--- config.mk ---
export PLATFORM = sky130hd
export DESIGN_NAME = gf_mac_arbiter
export DESIGN_NICKNAME = d
export VERILOG_FILES = /design/src/rtl/rs_pkg.sv /design/src/rtl/gf32_mac.sv /design/src/rtl/gf_mac_arbiter.sv
export SDC_FILE = /design/constraint.sdc
export NUM_CORES = 1
export LEC_CHECK = 0
export CORE_UTILIZATION = 46
export DETAILED_ROUTE_END_ITERATION = 10
export HOLD_SLACK_MARGIN = 0.02
export PLACE_DENSITY = 0.81
export SLEW_MARGIN = 40
export SYNTH_ARGS = -nofsm -noshare
export SYNTH_HDL_FRONTEND = slang
export SYNTH_SLANG_ARGS = --single-unit
--- constraint.sdc ---
create_clock -name clock -period 4.49 [get_ports clock]
set_input_delay 1.347 -clock clock [delete_from_list [all_inputs] [get_ports clock]]
set_output_delay 1.347 -clock clock [all_outputs]
set_load 0.01 [all_outputs]
--- src/rtl/rs_pkg.sv ---
// Shared GF(2^5) definitions for the RS decoder: symbol type, field polynomial
// and the polynomial-basis multiplier/adder used by the decoder datapaths.
package rs_pkg;
  localparam int GF_W = 5;
  localparam logic [GF_W-1:0] GF_POLY = 5'h05;  // x^5 = x^2 + 1

  typedef logic [GF_W-1:0] gf_sym_t;

  function automatic gf_sym_t gf_xtime(input gf_sym_t v);
    return {v[GF_W-2:0], 1'b0} ^ (v[GF_W-1] ? GF_POLY : gf_sym_t'(0));
  endfunction

  // Horner form: walk b from its MSB, doubling the partial product each step.
  function automatic gf_sym_t gf_mul(input gf_sym_t a, input gf_sym_t b);
    gf_sym_t r;
    r = '0;
    for (int i = GF_W - 1; i >= 0; i--)
      r = gf_xtime(r) ^ (b[i] ? a : gf_sym_t'(0));
    return r;
  endfunction

  function automatic gf_sym_t gf_add(input gf_sym_t a, input gf_sym_t b);
    return a ^ b;
  endfunction
endpackage

--- src/rtl/gf32_mac.sv ---
// Combinational GF(2^5) multiply-accumulate: y = a*b + c.
module gf32_mac
  import rs_pkg::*;
(
  input  gf_sym_t a,
  input  gf_sym_t b,
  input  gf_sym_t c,
  output gf_sym_t y
);
  assign y = gf_add(gf_mul(a, b), c);
endmodule

--- src/rtl/gf_mac_arbiter.sv ---
// Round-robin time-shared GF(2^5) MAC: NREQ requesters, valid/ready request side,
// 2-stage pipeline with tagged, non-backpressured responses.
module gf_mac_arbiter
  import rs_pkg::*;
#(
  parameter int NREQ = 4,
  parameter int IDW  = 2
) (
  input  logic                 clock,
  input  logic                 reset_n,
  input  logic                 enable,
  input  logic [NREQ-1:0]      req_valid,
  output logic [NREQ-1:0]      req_ready,
  input  logic [GF_W*NREQ-1:0] req_a,
  input  logic [GF_W*NREQ-1:0] req_b,
  input  logic [GF_W*NREQ-1:0] req_c,
  output logic                 rsp_valid,
  output logic [IDW-1:0]       rsp_id,
  output gf_sym_t              rsp_data,
  output logic                 busy
);
  logic [IDW-1:0] ptr, gnt_id, idx;
  logic           gnt;
  logic           s1_v;
  logic [IDW-1:0] s1_id;
  gf_sym_t        s1_a, s1_b, s1_c, mac_y;

  // First valid requester at or after ptr; reset_n gating keeps ready low in reset.
  always_comb begin
    req_ready = '0;
    gnt       = 1'b0;
    gnt_id    = '0;
    idx       = '0;
    if (enable && reset_n) begin
      for (int k = 0; k < NREQ; k++) begin
        idx = IDW'((int'(ptr) + k) % NREQ);
        if (!gnt && req_valid[idx]) begin
          gnt            = 1'b1;
          gnt_id         = idx;
          req_ready[idx] = 1'b1;
        end
      end
    end
  end

  always_ff @(posedge clock or negedge reset_n) begin
    if (!reset_n) begin
      ptr   <= '0;
      s1_v  <= 1'b0;
      s1_id <= '0;
      s1_a  <= '0;
      s1_b  <= '0;
      s1_c  <= '0;
    end else begin
      s1_v <= gnt;
      if (gnt) begin
        ptr   <= (gnt_id == IDW'(NREQ - 1)) ? '0 : gnt_id + 1'b1;
        s1_id <= gnt_id;
        s1_a  <= req_a[GF_W*gnt_id +: GF_W];
        s1_b  <= req_b[GF_W*gnt_id +: GF_W];
        s1_c  <= req_c[GF_W*gnt_id +: GF_W];
      end
    end
  end

  gf32_mac u_mac (
    .a(s1_a),
    .b(s1_b),
    .c(s1_c),
    .y(mac_y)
  );

  // busy is registered as the OR of the next-state stage valids.
  always_ff @(posedge clock or negedge reset_n) begin
    if (!reset_n) begin
      rsp_valid <= 1'b0;
      rsp_id    <= '0;
      rsp_data  <= '0;
      busy      <= 1'b0;
    end else begin
      rsp_valid <= s1_v;
      busy      <= gnt | s1_v;
      if (s1_v) begin
        rsp_id   <= s1_id;
        rsp_data <= mac_y;
      end
    end
  end
endmodule

; ---- Word level (Yosys, flattened, before mapping)
; Cells that the tools add are included.
[totals]
inputBits = 67
regBits = 29
word_cells = 98
[classes]
n_shift = 3
n_addsub = 4
n_eq_ne = 1
bitwise = 13
n_reduce_logical = 11
n_lt_le_gt_ge = 8
multipliers = 1
muxes = 47
[ops]
columns = operator, count
row1 = $shiftx A20 B6 Y5, 3
row2 = $xor A5 B5 Y5, 9
row3 = $mux W4, 8
row4 = $mux W5, 5
row5 = $mux W1, 16
row6 = $lt A2 B3 Y1 const B, 4
row7 = $mux W2, 6
row8 = $mux W3, 4
row9 = $or A4 B4 Y4, 3
row10 = $bmux W1 S2, 4
row11 = $demux W1 S2, 4
row12 = $ge A2 B1 Y1 const B, 4
row13 = $logic_and A1 B1 Y1, 8
row14 = $mul A3 B2 Y5 const A, 1
row15 = $add A2 B1 Y2 const B, 2
row16 = $add A2 B2 Y2 const B, 2
row17 = $logic_not A1 Y1, 3
row18 = $eq A2 B2 Y1 const B, 1
row19 = $or A1 B1 Y1, 1

; ---- Depth between registers and ports, before layout
[depth]
ltp_word = 18
depth_mapped = 11
mapped_depth_nobuf = 8

; ---- By module
; From an unflattened synthesis, not the netlist that was laid out.
[unflattened]
hier_cells = 242
hier_area_um2 = 2482.4
[modules_own_cells]
columns = mod, area_per_inst_um2, cells_each, n_inst
row1 = gf_mac_arbiter, 2092.0, 191, 1
row2 = gf32_mac, 390.4, 51, 1

; ---- Least setup slack after synthesis
; Ideal clock, no wire load.
[synth_path]
path_type = input -> output
startpoint = input port req_valid[0]
endpoint = output port req_ready[0]
n_path_buf = 1
t_arrival_ps = 2675
path_stages = 6
setup_slack_ps = 468
path_cell_list = mux2_4 > mux2_2 > buf_6 > nor3b_1 > a221oi_1 > nor2_1
[synth_between]
elab_chain_len = 16
elab_cells_between_ends = 31
classes_between = mux (22) / bitwise (3) / reduce/logical (6)
[synth_lines]
columns = item, line
row1 = start: declaration, gf_mac_arbiter.sv:12  ; input logic [NREQ-1:0] req_valid,
row2 = $bmux W1 S2, gf_mac_arbiter.sv:37  ; if (!gnt && req_valid[idx]) begin
row3 = $mux W1 (implied by the code), gf_mac_arbiter.sv:37
row4 = $mux W1, gf_mac_arbiter.sv:37
row5 = $mux W1, gf_mac_arbiter.sv:34  ; if (enable && reset_n) begin
row6 = $logic_not A1 Y1, gf_mac_arbiter.sv:37
row7 = $logic_and A1 B1 Y1, gf_mac_arbiter.sv:37
row8 = $mux W1, gf_mac_arbiter.sv:37
row9 = $mux W1, gf_mac_arbiter.sv:34
row10 = $logic_not A1 Y1, gf_mac_arbiter.sv:37
row11 = $logic_and A1 B1 Y1, gf_mac_arbiter.sv:37
row12 = $mux W1, gf_mac_arbiter.sv:37
row13 = $mux W1, gf_mac_arbiter.sv:34
row14 = $logic_not A1 Y1, gf_mac_arbiter.sv:37
row15 = $logic_and A1 B1 Y1, gf_mac_arbiter.sv:37
row16 = $mux W4 *, gf_mac_arbiter.sv:37
row17 = $mux W4 *, gf_mac_arbiter.sv:34
row18 = end: declaration, gf_mac_arbiter.sv:13  ; output logic [NREQ-1:0] req_ready,
; Every way passes the cells marked *; elsewhere a longest branch is shown, timed or not. The select of a mux whose other input is x is not followed.

; ---- Worst setup path after layout
[layout_path]
startpoint = input port req_valid[3]
endpoint = output port req_ready[0]
; The elaborated chain is that of the path after synthesis.

==> run metrics <==
Most Used Layer, Global Route=met2; number of nets in the layout=399; gp weighted congestion=0.845; number of buffers created by CTS=5; register area share after synthesis=0.314; dpl cell area=3180 um^2; critical path's largest stage delay=0.47 ns; EDFF count, synth=0; per-instance average area after synthesis=9.76 um^2; final max-slew violation count=0; ys flop type=dfrtp_1; path type of the worst min-delay path=flop to flop; crit-path leading delay family=buffers and inverters; per-cell via count in the routed design=5.21; starting density of the core=0.483; core footprint=4790 um^2; post-synthesis register bit count=29; final routed DRC violation total=0; Reg2Reg Depth=8; cell seen most often among critical-path stages=dlygate4sd2_1; Post-Route Hold Slack=0.474 ns; critical path launch point type=input pin; CP Cell Sequence=dlygate4sd2_1, mux4_2, nor2b_1, nor3b_1, buf_4, a221oi_2, nor2_1, dlygate4sd2_1; Clk pin slew, worst setup/hold paths=0.06 ns; leftover overflow at the end of global routing=0; post-DP HPWL=4170 um; grt met1 use=0.277; number of hold buffers added after CTS=0; layout overhead on the synthesized area=41.8%; total power divided by cell area=616 nW/um^2; part of the power in registers=0.235; share of cells above drive strength 1=0.175; Req. time, crit path=3.14 ns; terminus of the critical flop-to-flop path=s1_a[0]; top cells by area, synth=dfrtp_1, xnor2_1, mux2i_1, nand2_1, a221oi_2; num ports=80; sort of element at the end of the critical path=output port; number of stages on the worst hold path=2; most frequent cell after synthesis=nand2_1; Yosys warning count=0; maximum net fanout on the critical path=5; CTS tree=done; WL final=5660 um; Util after Layout=0.685; final hold violations=0; setup violators final=0; number of violations of the max-capacitance limit=0; Port-buffer cells=79; Chip Height=72.9 um; number of antenna violations at the first check in global routing=0; first-pass GRT wire length=9260 um; Leakage=1.46 nW; net switching fraction of the power=0.420; leading area contributor after synthesis=dfrtp_1; Comb pwr share=0.662; GRT Total Usage=0.227; setup TNS=0 ns; share of the clock period used by the worst path=0.985; library cell contributing the largest single delay on the critical path=mux4_2; number of post-CTS setup repair buffers=0; Clk Latency, worst-skew pair=0.28 ns; overall die area=5320 um^2; number of iterations in the first detailed-routing pass=4; clock tree skew after final layout=0.00566 ns; launch instance of the worst min-delay path=s1_id[0]; share of the synthesized area in the top cell type=0.314; H-Tree Level Count=2; number of global-route vias before repair=2085; switching pwr=0.000847 W; Global Route met3 Usage=0.0566; routed vias=2043; number of violations reported at the end of detailed-routing iteration 0=70; most instantiated cells after synthesis=nand2_1, dfrtp_1, nor2_1; maximum vdd ir drop=0.000372 V; post-route design area=3280 um^2; endpoint with the worst hold slack=s1_id[0]; Max Clk Rate=226 MHz; Worst R2R Setup Slack=1.51 ns; residual antenna-violating net count after detailed routing=0; share of flip-flops with an asynchronous set or reset after synthesis=1.00; Rel. slew slack=0.680; root buf cell=clkbuf_8; clock share of power=0.103; actual transition at the worst max-transition pin=0.477 ns; number of rows in the core area=25; arrival time of data at the critical path endpoint=3.07 ns; number of distinct library cell variants in the gate-level netlist after synthesis=37; average routed wire per standard cell=14.4 um; crit path buf inv count=3; start of the worst register-to-register path=ptr[0]; net count after synthesis=312; maximum number of pins on one net before global-route repair=32; class of the most critical setup path=input pin to output port; total clock sinks=29; number of buffers on the longest clock path=2; Syn Std Cell Area=2310 um^2; run status=finished clean; internal power of the cells=0.00117 W; instance count of the mapped netlist=237; die width=72.9 um; final period demand of the worst path=4.42 ns; GR Layer Usage met2=0.389; ANT cells=0; overall power of the completed layout=0.00202 W; setup repair after global routing missed its margin=false
-- sequential cells by signal (all words and copies together), names as in the netlist --
register / cells
s1_id: 2
rsp_valid: 1
s1_a: 5
s1_c: 5
rsp_data: 5
busy: 1
ptr: 2
s1_v: 1
rsp_id: 2
s1_b: 5
-- layer usage --
layer / vias to the layer above / share of wire
li1: 1006 / -
met1: 965 / 0.46
met2: 70 / 0.49
met3: 2 / 0.043
met4: 0 / 0.0085
met5: - / 0
-- metrics by stage --
| stage | std cells | setup WS [ns] |
|---|---|---|
| floorplan | 237 | 0.468 |
| global placement | 384 | -0.353 |
| detailed placement | 384 | -0.423 |
| CTS | 392 | 0.0124 |
| global route | 392 | 0.00606 |
| finish | 392 | 0.0692 |
-- worst min-delay path, delay by kind of cell, from the launching register on --
| kind | cells | cell delay [ns] |
|---|---|---|
| DFF | 1 | 0.34 |
| and+or+nand+nor | 2 | 0.10 |
-- area by class of cell --
cell class / count / area, um^2
clock buffer: 5 / 68.8
clock inverter: 3 / 17.5
fill: 381 / 1510
inverter: 4 / 15.0
multi-input combinational: 193 / 1500
sequential: 29 / 726
tap: 67 / 83.8
timing repair buffer: 91 / 871
-- timing repair --
item,CTS,global route
gates resized for setup,8,9
setup endpoints to repair,4,4
pin swaps,0,1
-- cells by family after synthesis --
| group | after synthesis | share of synthesized area |
|---|---|---|
| buffers and inverters | 15 | 0.0498 |
| multiplexers | 25 | 0.131 |
| XOR/XNOR | 28 | 0.106 |
| adder cells (fa/ha/maj) | 8 | 0.0433 |
| AO/OA/AOI/OAI | 52 | 0.210 |
| flip-flops | 29 | 0.314 |
| AND/OR/NAND/NOR | 80 | 0.147 |
-- worst max-delay path by stage --
stage,startpoint,to,slack [ns],cells past startpoint
final,req_valid[3],req_ready[0],0.07,8
after floorplan,req_valid[0],req_ready[0],0.47,6
after CTS,req_valid[0],req_ready[3],0.01,8
after global placement,req_valid[1],req_ready[0],-0.35,8
after global routing,req_valid[3],req_ready[0],0.006,8
after detailed placement,req_valid[1],req_ready[3],-0.42,8
-- power groups by stage --
stage	registers [W]	logic [W]	clock network [W]
2_1_floorplan	0.000474	0.000990	0
3_3_place_gp	0.000474	0.00128	0
3_5_place_dp	0.000475	0.00131	0
4_1_cts	0.000472	0.00131	0.000214
5_1_grt	0.000489	0.00146	0.000229
6_report	0.000474	0.00134	0.000207
-- cells in the final DEF (no fill, tap or decap), types with 2 or more instances in the layout --
master / synthesis / final
nand2_1: 42 / 42
xor2_1: 6 / 6
clkdlybuf4s15_1: 0 / 3
a21oi_2: 7 / 7
inv_1: 3 / 3
nor2b_1: 2 / 2
clkbuf_8: 0 / 5
a21oi_1: 14 / 14
buf_4: 1 / 12
clkdlybuf4s50_1: 0 / 71
dfrtp_1: 29 / 29
dlygate4sd2_1: 0 / 4
a221oi_2: 10 / 14
mux2_4: 2 / 2
mux4_2: 3 / 3
a22oi_1: 4 / 4
xnor2_1: 22 / 22
ha_1: 8 / 8
mux2i_1: 16 / 16
nor2_1: 29 / 29
a221oi_1: 9 / 5
mux2_2: 4 / 4
clkinv_2: 0 / 2
a21o_1: 2 / 2
Note: power is estimated with default switching activity, not from simulation.
